**src/rtl/tape_ram_injector.sv**
```systemverilog
// tape_ram_injector: buffers the cached-tape loader's byte stream in a small
// FIFO and replays it into main RAM during arbiter-granted slots. Once a BASIC
// program has been loaded, the three BASIC end pointers are patched. The end
// of every session is signalled with load_done, plus run_request if autorun
// was seen.
module tape_ram_injector #(
  parameter int unsigned FIFO_DEPTH  = 16,
  parameter logic [15:0] BASIC_START = 16'h0501,
  parameter logic [15:0] PTR_BASE    = 16'h009C
) (
  input  logic        clk,
  input  logic        reset,
  input  logic        tape_wr,
  input  logic [15:0] tape_addr,
  input  logic [7:0]  tape_dout,
  input  logic        tape_complete,
  input  logic        tape_autorun,
  input  logic        ram_slot,
  output logic        ram_we,
  output logic [15:0] ram_addr,
  output logic [7:0]  ram_din,
  output logic        tape_hold,
  output logic        fifo_overflow,
  output logic        load_done,
  output logic        run_request,
  output logic [15:0] load_count
);

  localparam int AW = $clog2(FIFO_DEPTH);
  localparam int CW = AW + 1;
  localparam logic [CW-1:0] FULL_CNT = CW'(FIFO_DEPTH);
  localparam logic [CW-1:0] HOLD_CNT = CW'(FIFO_DEPTH - 2);
  localparam logic [2:0]    LAST_STEP = 3'd6;

  typedef enum logic [2:0] {
    S_IDLE,
    S_LOAD,
    S_DRAIN,
    S_PATCH,
    S_DONE
  } state_t;

  state_t        state_q;
  logic [23:0]   mem_q [FIFO_DEPTH];
  logic [AW-1:0] wrPtr_q;
  logic [AW-1:0] rdPtr_q;
  logic [CW-1:0] count_q;
  logic [CW-1:0] count_d;
  logic [15:0]   firstAddr_q;
  logic [15:0]   lastAddr_q;
  logic          autorun_q;
  logic          completePrev_q;
  logic [2:0]    patchStep_q;
  logic          ramWe_q;
  logic [15:0]   ramAddr_q;
  logic [7:0]    ramDin_q;
  logic          overflow_q;
  logic          loadDone_q;
  logic          runRequest_q;
  logic [15:0]   loadCount_q;

  logic          fifoEmpty;
  logic          fifoFull;
  logic          acceptState;
  logic          popEn;
  logic          pushEn;
  logic          dropByte;
  logic          completeRise;
  logic          patchEn;
  logic [15:0]   patchPtr;
  logic [15:0]   patchAddr;
  logic [7:0]    patchData;
  logic [23:0]   headEntry;
  logic          autorunSeen;

  // Push/pop qualification, patch value selection and FIFO occupancy update.
  always_comb begin
    fifoEmpty    = (count_q == '0);
    fifoFull     = (count_q == FULL_CNT);
    acceptState  = (state_q == S_IDLE) || (state_q == S_LOAD) || (state_q == S_DRAIN);
    popEn        = ram_slot && !fifoEmpty;
    pushEn       = tape_wr && acceptState && (!fifoFull || popEn);
    dropByte     = tape_wr && !pushEn;
    completeRise = tape_complete && !completePrev_q;
    patchEn      = (state_q == S_PATCH) && ram_slot && (patchStep_q != LAST_STEP);
    patchPtr     = lastAddr_q + 16'd1;
    patchAddr    = PTR_BASE + {13'd0, patchStep_q};
    patchData    = patchStep_q[0] ? patchPtr[15:8] : patchPtr[7:0];
    headEntry    = mem_q[rdPtr_q];
    autorunSeen  = autorun_q || tape_autorun;
    count_d      = count_q;
    if (pushEn && !popEn) begin
      count_d = count_q + CW'(1);
    end else if (!pushEn && popEn) begin
      count_d = count_q - CW'(1);
    end
  end

  // FIFO storage; the read happens in the same cycle, so a push into a full
  // FIFO during a pop never disturbs the entry being read out.
  always_ff @(posedge clk) begin
    if (pushEn) begin
      mem_q[wrPtr_q] <= {tape_addr, tape_dout};
    end
  end

  // Session state machine, FIFO pointers and all registered outputs.
  always_ff @(posedge clk or posedge reset) begin
    if (reset) begin
      state_q        <= S_IDLE;
      wrPtr_q        <= '0;
      rdPtr_q        <= '0;
      count_q        <= '0;
      firstAddr_q    <= '0;
      lastAddr_q     <= '0;
      autorun_q      <= 1'b0;
      completePrev_q <= 1'b0;
      patchStep_q    <= '0;
      ramWe_q        <= 1'b0;
      ramAddr_q      <= '0;
      ramDin_q       <= '0;
      overflow_q     <= 1'b0;
      loadDone_q     <= 1'b0;
      runRequest_q   <= 1'b0;
      loadCount_q    <= '0;
    end else begin
      ramWe_q        <= 1'b0;
      loadDone_q     <= 1'b0;
      runRequest_q   <= 1'b0;
      completePrev_q <= tape_complete;
      count_q        <= count_d;

      if (pushEn) begin
        wrPtr_q     <= wrPtr_q + AW'(1);
        lastAddr_q  <= tape_addr;
        loadCount_q <= (state_q == S_IDLE) ? 16'd1 : loadCount_q + 16'd1;
      end

      if (popEn) begin
        rdPtr_q   <= rdPtr_q + AW'(1);
        ramWe_q   <= 1'b1;
        ramAddr_q <= headEntry[23:8];
        ramDin_q  <= headEntry[7:0];
      end

      if (dropByte) begin
        overflow_q <= 1'b1;
      end

      if (state_q != S_IDLE && tape_autorun) begin
        autorun_q <= 1'b1;
      end

      case (state_q)
        S_IDLE: begin
          if (tape_wr) begin
            state_q     <= S_LOAD;
            firstAddr_q <= tape_addr;
            autorun_q   <= tape_autorun;
            overflow_q  <= 1'b0;
          end
        end
        S_LOAD: begin
          if (completeRise) begin
            state_q <= S_DRAIN;
          end
        end
        S_DRAIN: begin
          if (fifoEmpty && !tape_wr) begin
            if (firstAddr_q == BASIC_START) begin
              state_q     <= S_PATCH;
              patchStep_q <= '0;
            end else begin
              state_q      <= S_DONE;
              loadDone_q   <= 1'b1;
              runRequest_q <= autorunSeen;
            end
          end
        end
        S_PATCH: begin
          if (patchStep_q == LAST_STEP) begin
            state_q      <= S_DONE;
            loadDone_q   <= 1'b1;
            runRequest_q <= autorunSeen;
          end else if (patchEn) begin
            ramWe_q     <= 1'b1;
            ramAddr_q   <= patchAddr;
            ramDin_q    <= patchData;
            patchStep_q <= patchStep_q + 3'd1;
          end
        end
        S_DONE: begin
          state_q <= S_IDLE;
        end
        default: begin
          state_q <= S_IDLE;
        end
      endcase
    end
  end

  assign ram_we        = ramWe_q;
  assign ram_addr      = ramAddr_q;
  assign ram_din       = ramDin_q;
  assign tape_hold     = (count_q >= HOLD_CNT);
  assign fifo_overflow = overflow_q;
  assign load_done     = loadDone_q;
  assign run_request   = runRequest_q;
  assign load_count    = loadCount_q;

endmodule

```
**config.mk**
```make
export PLATFORM = sky130hd
export DESIGN_NAME = tape_ram_injector
export DESIGN_NICKNAME = d
export VERILOG_FILES = /design/src/rtl/tape_ram_injector.sv
export SDC_FILE = /design/constraint.sdc
export NUM_CORES = 1
export LEC_CHECK = 0
export ABC_CLOCK_PERIOD_IN_PS = 5600
export CAP_MARGIN = 25
export CORE_UTILIZATION = 60
export DETAILED_ROUTE_END_ITERATION = 6
export PLACE_DENSITY_LB_ADDON = 0.12
export SKIP_CTS_REPAIR_TIMING = 1
export SYNTH_ARGS = -nofsm -noshare
export SYNTH_HDL_FRONTEND = slang
export SYNTH_SLANG_ARGS = --single-unit
export TNS_END_PERCENT = 10
```
**constraint.sdc**
```tcl
create_clock -name clk -period 5.6 [get_ports clk]
set_input_delay 1.68 -clock clk [delete_from_list [all_inputs] [get_ports clk]]
set_output_delay 1.68 -clock clk [all_outputs]
set_load 0.02 [all_outputs]
```
== Word level (Yosys, flattened, before mapping) ==
Memories as Yosys holds them, arrays and structs flattened.
Index checks and enable logic that the tools add are counted.

* Bits in registers: 97
* Latch bits: 0
* RAM bits: 384
* Memory bits (read-only): 0
* Input port bits: 30
* Logic and storage cells: 112
* Memories kept: 1

* Add/subtract/negate cells: 8
* Multiply operators: 0
* Div/mod/pow operators: 0
* Magnitude comparators: 1
* Equality and inequality tests: 14
* Shift-type cells: 0
* Multiplexer cells: 43
* Bitwise logic cells: 0
* Reduce and logical (&&, ||, !) cells: 29

{| class="wikitable"
|+ Memories
! memory !! depth !! width !! rd ports !! clocked after memory_dff !! write ports !! line !! RTL
|-
| mem_q || 16 || 24 || 1 || 0 || 1 || 44 || <nowiki>logic [23:0] mem_q [FIFO_DEPTH];</nowiki>
|}

{| class="wikitable"
|+ Operators by type and width
! cell !! count
|-
| 16-bit two-way mux || 5
|-
| 8-bit two-way mux || 5
|-
| 16-bit by 1-bit adder with 16-bit output, second input constant || 2
|-
| 3-bit two-way mux || 9
|-
| 1-bit two-way mux || 18
|-
| 16-bit by 11-bit == test with 1-bit output, second input constant || 1
|-
| 3-bit one-hot mux with 4 select lines || 1
|-
| 1-bit logical AND || 11
|-
| 5-bit two-way mux || 2
|-
| 8-bit by 3-bit adder with 9-bit output, first input constant || 1
|-
| 4-bit by 1-bit adder with 4-bit output, second input constant || 2
|-
| 2-bit != test, second input constant || 4
|-
| 3-bit by 2-bit == test with 1-bit output, second input constant || 2
|-
| 1-bit zero test || 6
|-
| 2-bit by 1-bit != test with 1-bit output, second input constant || 3
|-
| 3-bit one-hot mux with 2 select lines || 1
|-
| 5-bit by 1-bit adder with 5-bit output, second input constant || 1
|-
| 5-bit == test, second input constant || 1
|-
| 5-bit by 4-bit greater-or-equal comparator with 1-bit output, second input constant || 1
|-
| 5-bit zero test || 1
|-
| 5-bit AND reduction || 1
|-
| 5-bit by 1-bit subtractor with 5-bit output, second input constant || 1
|-
| 1-bit logical OR || 4
|-
| 1-bit one-hot mux with 2 select lines || 2
|-
| 9 further kinds || 10
|}

== Longest topological paths before layout ==
Gate-level depths: netlist of the first run.

* Depth in word-level cells: 10
* Depth in mapped cells: 12

== Least setup slack after synthesis of the first run ==
OpenSTA, ideal clock, no wires.

* Kind: in2reg
* Start: input tape_wr
* End: memory mem_q[0][0], enable pin
* Library setup time: 435 ps
* Arrival time: 4,171 ps
* Data required time: 5,165 ps
* Slack: 993 ps
* Stages: 6
* Buffers on the path: 2
* Cell sequence: buf_4 -> o311ai_2 -> inv_1 -> clkbuf_1 -> nand2_1 -> nor3_1

* Word-level cells in the longest chain between the ends: 4

{| class="wikitable"
|+ RTL lines
! element !! line !! RTL
|-
| start: declaration || 13 || <nowiki>input logic tape_wr,</nowiki>
|-
| 1-bit logical AND (2 in a row) || 82 || <nowiki>pushEn = tape_wr && acceptState && (!fifoFull || popEn);</nowiki>
|-
| 1-bit two-way mux || 102 || <nowiki>if (pushEn) begin</nowiki>
|-
| 1-bit two-way mux (not written as such) || 103 || <nowiki>mem_q[wrPtr_q] <= {tape_addr, tape_dout};</nowiki>
|-
| end: declaration || 44 ||
|}

No other way between the ends.

== Final worst setup path of the first run ==
* Start: input tape_wr
* End: memory mem_q[4][12], enable pin

Same word-level chain as after synthesis.

==> run metrics, run 1 <==
Post-Place Cells 1543; largest net degree at the start of global routing 79; initial core utilization 60.9%; Die W 181 um; leakage 0.00756 uW; H-tree depth 2; first-iteration detailed-routing DRC count 816; max incr delay on CP 0.66 ns; top_reg_cell synth edfxtp_1; core area 0.0316 mm2; RSZ-0062 raised after global routing false; Simple-Gate Fraction of Synth Area 5.14%; drt wl/cell 25.6 um; CP delay by family, top buffers and inverters; Setup-failing EPs final 0; CP Data Required Time 5.85 ns; Hold Path Class register to register; Warnings, synthesis 0; worst vdd rail ir drop 0.334 mV; n_diodes 0; pins over their slew limit 0; WS Path Type input port to register; Placement Cell Area 0.0206 mm2; Syn Nets 1133; TritonCTS clock tree built; # fillers 2022; Die Y 181 um; Post-synth EDFFs 384; Seq/Total Area, Yosys 72.7%; r2r setup slk 2.48 ns; Finished Cell Area 0.0221 mm2; synthesized area 0.0192 mm2; RePlAce Congestion 0.856; Die ar. 0.0327 mm2; Compound-Gate Fraction of Synth Area 4.83%; boundary pin count 75; PwrDens 515 mW/mm2; CP arrival 4.22 ns; TNS Setup 0 ns; row count 65; mux contribution to synthesized area 13.7%; vias per cell 6.30; Clock Path Buffers 3; DRC violations left 0; Final Util 70.2%; antenna violations before repair 0; most used cell, CP buf_4; Fin. Hold Viols 0; FF/Latch Area 0.0140 mm2; router iterations before antenna repair 5; CP max-delay cell clkdlybuf4s50_1; area delta synth->final 15.3%; multi-input logic area 0.00502 mm2; first-pass GRT wire length 64200 um; nets@finish 1237; input/output buffers 74; crit-path cells clkdlybuf4s50_1 -> o311ai_4 -> inv_1 -> buf_4 -> nand2_1 -> nor2_2 -> buf_4; Netlist cell types 59; clock sink count 481; vias in the first global route 10400; Post-DRT Antenna Nets 0; CTS buffer count 48; final WL 41700 um; post-synthesis async set-or-reset flop share 20.2%; Buffers & Inverters on Critical Path 4; Yosys reg bits 481; worst hold margin 0.488 ns; xor/xnor share of the synthesized area 1.14%; Final Non-Filler Cells 1632; f_max 252 MHz; CP Max Fanout 13; MaxCap Viol Count 0; clk root buf clkbuf_16; layout cells sized above 1 21.3%; Worst slew margin 34.6%; Worst Setup End Kind register; total number of vias 10300; Layout Skew 0.0258 ns; total congestion overflow 0; Reg clk slew, reported paths 0.06 ns; GRT Total Usage 26.7%; Slew @ Worst Pin 0.978 ns; status finished clean; Post-DP HPWL 25700 um; Mean Syn Cell Area 17.6 um2; Clock Latency Late Sink 0.56 ns; Tcrit/Tclk final 70.9%; minimum clock period 3.97 ns; Syn Inst Count 1089; Worst setup SP type input port; largest family of logic cells by synthesized area multiplexers; Adder-Cell Fraction of Synth Area 0.951%
-- synthesized netlist by cell type (2+ instances only) --
cell type	count	area share, %
a211oi_1	6	0.23
a21boi_0	2	0.078
a21o_1	4	0.16
a21oi_1	30	0.78
a22o_1	13	0.59
a22oi_1	9	0.35
a31oi_1	4	0.13
and2_1	2	0.065
and3_1	6	0.20
buf_1	3	0.059
buf_2	13	0.34
buf_4	3	0.12
clkbuf_1	33	0.64
dfrtp_1	97	13
edfxtp_1	384	60
ha_1	13	0.85
inv_1	14	0.27
mux2_2	30	1.8
mux2i_1	14	0.73
mux4_2	96	11
nand2_1	102	2.0
nand2b_1	3	0.098
nand3_1	17	0.44
nand3b_1	2	0.078
nand4_1	12	0.39
nor2_1	38	0.74
nor2b_1	3	0.098
nor3_1	16	0.42
nor4b_1	3	0.14
o211ai_1	2	0.078
o21ai_0	50	1.3
o22ai_1	8	0.26
o31ai_1	4	0.16
o41ai_1	2	0.091
or2_2	2	0.065
or3_1	3	0.098
xnor2_1	18	0.82
xor2_1	7	0.32
-- metrics by stage --
stage,worst slack [ns],total power [uW]
3_5_place_dp,1.08,8340
4_1_cts,1.65,11500
3_3_place_gp,1.16,8270
6_report,1.63,11400
2_1_floorplan,0.993,7160
5_1_grt,1.47,11900
-- placed cells by master (no fill, tap or decap), drive strengths merged, types with 8 or more instances in the layout --
master / Yosys / layout
edfxtp: 384 / 384
nand2: 102 / 102
dfrtp: 97 / 97
mux4: 96 / 96
clkdlybuf4s50: 0 / 74
clkbuf: 33 / 56
o21ai: 50 / 50
nor2: 38 / 38
buf: 20 / 33
a21oi: 31 / 31
mux2: 30 / 30
inv: 15 / 19
xnor2: 18 / 18
nand3: 17 / 17
nor3: 16 / 16
clkinv: 0 / 16
mux2i: 14 / 14
a22o: 13 / 13
ha: 13 / 13
nand4: 12 / 12
a22oi: 9 / 9
o22ai: 8 / 8
-- layer usage --
metal / wire length (um) / part of all wire [%] / GRT usage (%)
met1: 17800 / 43 / 38.2
met2: 20500 / 49 / 43.6
met3: 2430 / 5.8 / 3.39
met4: 963 / 2.3 / 7.83
met5: 0 / 0 / 0
-- layout make-up --
class / instances / area share (%)
sequential: 481 / 63.1
inverter: 15 / 0.266
timing repair buffer: 107 / 4.76
multi-input combinational: 540 / 22.7
tap: 402 / 2.27
clock inverter: 31 / 1.28
clock buffer: 56 / 5.70
-- state kept, by name, summed over array words and instances (netlist names), 3 cells and up --
register     flops
count_q          5
state_q          3
mem_q          384
ram_din          8
wrPtr_q          4
patchStep_q      3
lastAddr_q      16
load_count      16
rdPtr_q          4
ram_addr        16
firstAddr_q     16
-- worst reg2reg max path: stages (launching register included) --
cell      delay, ns
dfrtp_1        0.44
or4_4          0.61
o311ai_4       0.25
inv_1          0.26
ha_1           0.30
inv_1          0.14
ha_1           0.29
a21o_1         0.20
a21oi_1        0.18
xnor2_1        0.14
nor2_1         0.06
xnor2_1        0.13
-- power by group --
group | internal, uW | switching, uW | total (uW)
clock | 1810 | 1320 | 3130
combinational | 1580 | 1730 | 3310
sequential | 4410 | 556 | 4960
total | 7800 | 3600 | 11400
-- cell families (layout without fill, tap and decap cells) --
| kind of cell | count (synthesis) | count (layout) |
|---|---|---|
| compound gates | 145 | 145 |
| xor+xnor | 25 | 25 |
| fa+ha+maj | 14 | 14 |
| buf+inv | 68 | 209 |
| flops | 481 | 481 |
| mux | 140 | 140 |
| simple gates | 216 | 216 |
-- path summary, 6_finish.rpt --
kind	startpoint	endpoint	cells after the start
setup / recovery	tape_wr	mem_q[4][12]	7
hold / removal	ram_addr[12]	ram_addr[12]	2
setup reg to reg	count_q[0]	count_q[4]	11
hold reg to reg	ram_addr[12]	ram_addr[12]	2
max in group asynchronous	reset	rdPtr_q[1]	4
min in group asynchronous	reset	ram_addr[15]	2
No activity file was read; power rests on OpenSTA's default activity.
==> run 2, diff against run 1 <==
--- a/config.mk
+++ b/config.mk
@@ -5,7 +5,7 @@
 export SDC_FILE = /design/constraint.sdc
 export NUM_CORES = 1
 export LEC_CHECK = 0
-export ABC_CLOCK_PERIOD_IN_PS = 5600
+export ABC_CLOCK_PERIOD_IN_PS = 3900
 export CAP_MARGIN = 25
 export CORE_UTILIZATION = 60
 export DETAILED_ROUTE_END_ITERATION = 6
==> constraint.sdc (replaced) <==
create_clock -name clk -period 3.9 [get_ports clk]
set_input_delay 1.17 -clock clk [delete_from_list [all_inputs] [get_ports clk]]
set_output_delay 1.17 -clock clk [all_outputs]
set_load 0.02 [all_outputs]
==> run metrics, run 2 (same netlist as run 1, synthesis figures left out) <==
Combinational Power Share 30.2%; drt wl/cell 25.6 um; area delta synth->final 16.3%; RePlAce Congestion 0.835; grt met2 use 44.3%; Slew @ Worst Pin 0.960 ns; f_max 329 MHz; MaxCap Viol Count 0; router iterations before antenna repair 5; Layout Skew 0.0247 ns; Critical Path Start count_q[4]; DRC violations left 0; Most flops, register mem_q; min setup slack post-route 0.860 ns; Die Y 181 um; P_sw 5180 uW; max reg flops 384; reg-to-reg startpoint count_q[0]; boundary pin count 75; Fin. Hold Viols 0; TritonCTS clock tree built; CP Capture Point tape_hold; clock power share 27.2%; vias in the first global route 10700; pins over their slew limit 0; Die W 181 um; most common cell after layout, fill and taps aside edfxtp_1; GRT Total Usage 27.1%; Worst setup SP type register; Final Util 70.8%; CTS buffer count 48; PwrDens 738 mW/mm2; Post-DP HPWL 26300 um; input/output buffers 74; largest net degree at the start of global routing 58; Tcrit/Tclk final 78.0%; Int Pwr 11300 uW; Post-DRT Antenna Nets 0; GRT met1 Usage 37.7%; antenna violations before repair 0; n_diodes 0; CP Max Fanout 5; Hold Path Class register to register; grt met3 use 4.23%; final WL 42300 um; clock sink count 481; vias per cell 6.33; total number of vias 10500; Hold Path Stages 1; minimum clock period 3.04 ns; # fillers 2003; leakage 0.00769 uW; status finished clean; row count 65; most frequent cells in the layout 384 x edfxtp_1, 102 x nand2_1, 96 x mux4_2; WS Path Type register to output pin; GRT busiest layer met2; layout cells sized above 1 22.2%; DP Worst Slack 0.367 ns; H-tree depth 2; Worst slew margin 35.8%; first-pass GRT wire length 64800 um; nets@finish 1255; r2r setup slk 1.05 ns; FF-to-FF End count_q[4]; Setup-failing EPs final 0; Clock Path Buffers 3; RSZ-0062 raised after global routing false; worst vdd rail ir drop 0.508 mV; Worst R2R Path Depth 11; Reg clk slew, reported paths 0.06 ns; CP arrival 1.87 ns; total congestion overflow 0; Clock Latency Late Sink 0.57 ns; clk root buf clkbuf_16; core area 0.0316 mm2; Worst Setup End Kind output pin; initial core utilization 60.9%; switching share of power 31.4%; first-iteration detailed-routing DRC count 1011; CP Data Required Time 2.73 ns; Die ar. 0.0327 mm2; Reg power frac 42.6%
-- run 2: changes by cell type in the layout (fill, tap and decap cells not counted), sizes merged --
cell      change
clkinv        -6
bufinv        -2
buf          +18
inv           -2
clkbuf       +19
clkinvlp      -7
-- run 2: worst min-delay path by stage --
| stage | from | slack [ns] | end |
|---|---|---|---|
| after floorplan | lastAddr_q[15] | 0.47 | lastAddr_q[15] |
| after global placement | load_count[15] | 0.47 | load_count[15] |
| after detailed placement | ram_addr[11] | 0.47 | ram_addr[11] |
| after CTS | load_count[15] | 0.49 | load_count[15] |
| after global routing | ram_addr[11] | 0.51 | ram_addr[11] |
| final | load_count[15] | 0.48 | load_count[15] |
-- run 2: critical path: stages, from the launching register on --
cell	delay (ns)
dfrtp_1	0.42
inv_1	0.14
nand2_1	0.14
clkdlybuf4s50_1	0.62
-- run 2: routing by layer --
layer	part of all wire, %	vias up
met2	49	356
met1	42	5456
li1	-	4556
met5	0	-
met4	3.1	0
met3	6.0	83
-- run 2: final cells by class --
| type | count | area, um2 | area share, % |
|---|---|---|---|
| clock buffers | 75 | 1420 | 6.38 |
| clock inverters | 14 | 124 | 0.555 |
| inverters | 15 | 58.8 | 0.263 |
| multi-input cells | 540 | 5050 | 22.6 |
| flip-flops and latches | 481 | 14000 | 62.5 |
| well taps | 402 | 503 | 2.25 |
| repair buffers | 125 | 1210 | 5.40 |
-- run 2: power by group through the flow --
| stage | combinational, uW | sequential [uW] | clock [uW] |
|---|---|---|---|
| 6_report | 4970 | 7020 | 4480 |
| 5_1_grt | 5360 | 7120 | 4740 |
| 4_1_cts | 5020 | 7020 | 4550 |
| 3_5_place_dp | 4980 | 7110 | 0 |
| 3_3_place_gp | 4880 | 7090 | 0 |
| 2_1_floorplan | 3360 | 6930 | 0 |
-- run 2: stage by stage --
step                TNS, ns  instance area (um2)  total power (uW)  hold slack (ns)  instances
floorplan             -9.36                19200             10300            0.467       1089
CTS                       0                22300             16600            0.487       1652
global placement          0                20800             12000            0.472       1562
detailed placement        0                20800             12100            0.474       1563
global route              0                22300             17200            0.505       1652
finish                    0                22300             16500            0.483       1652
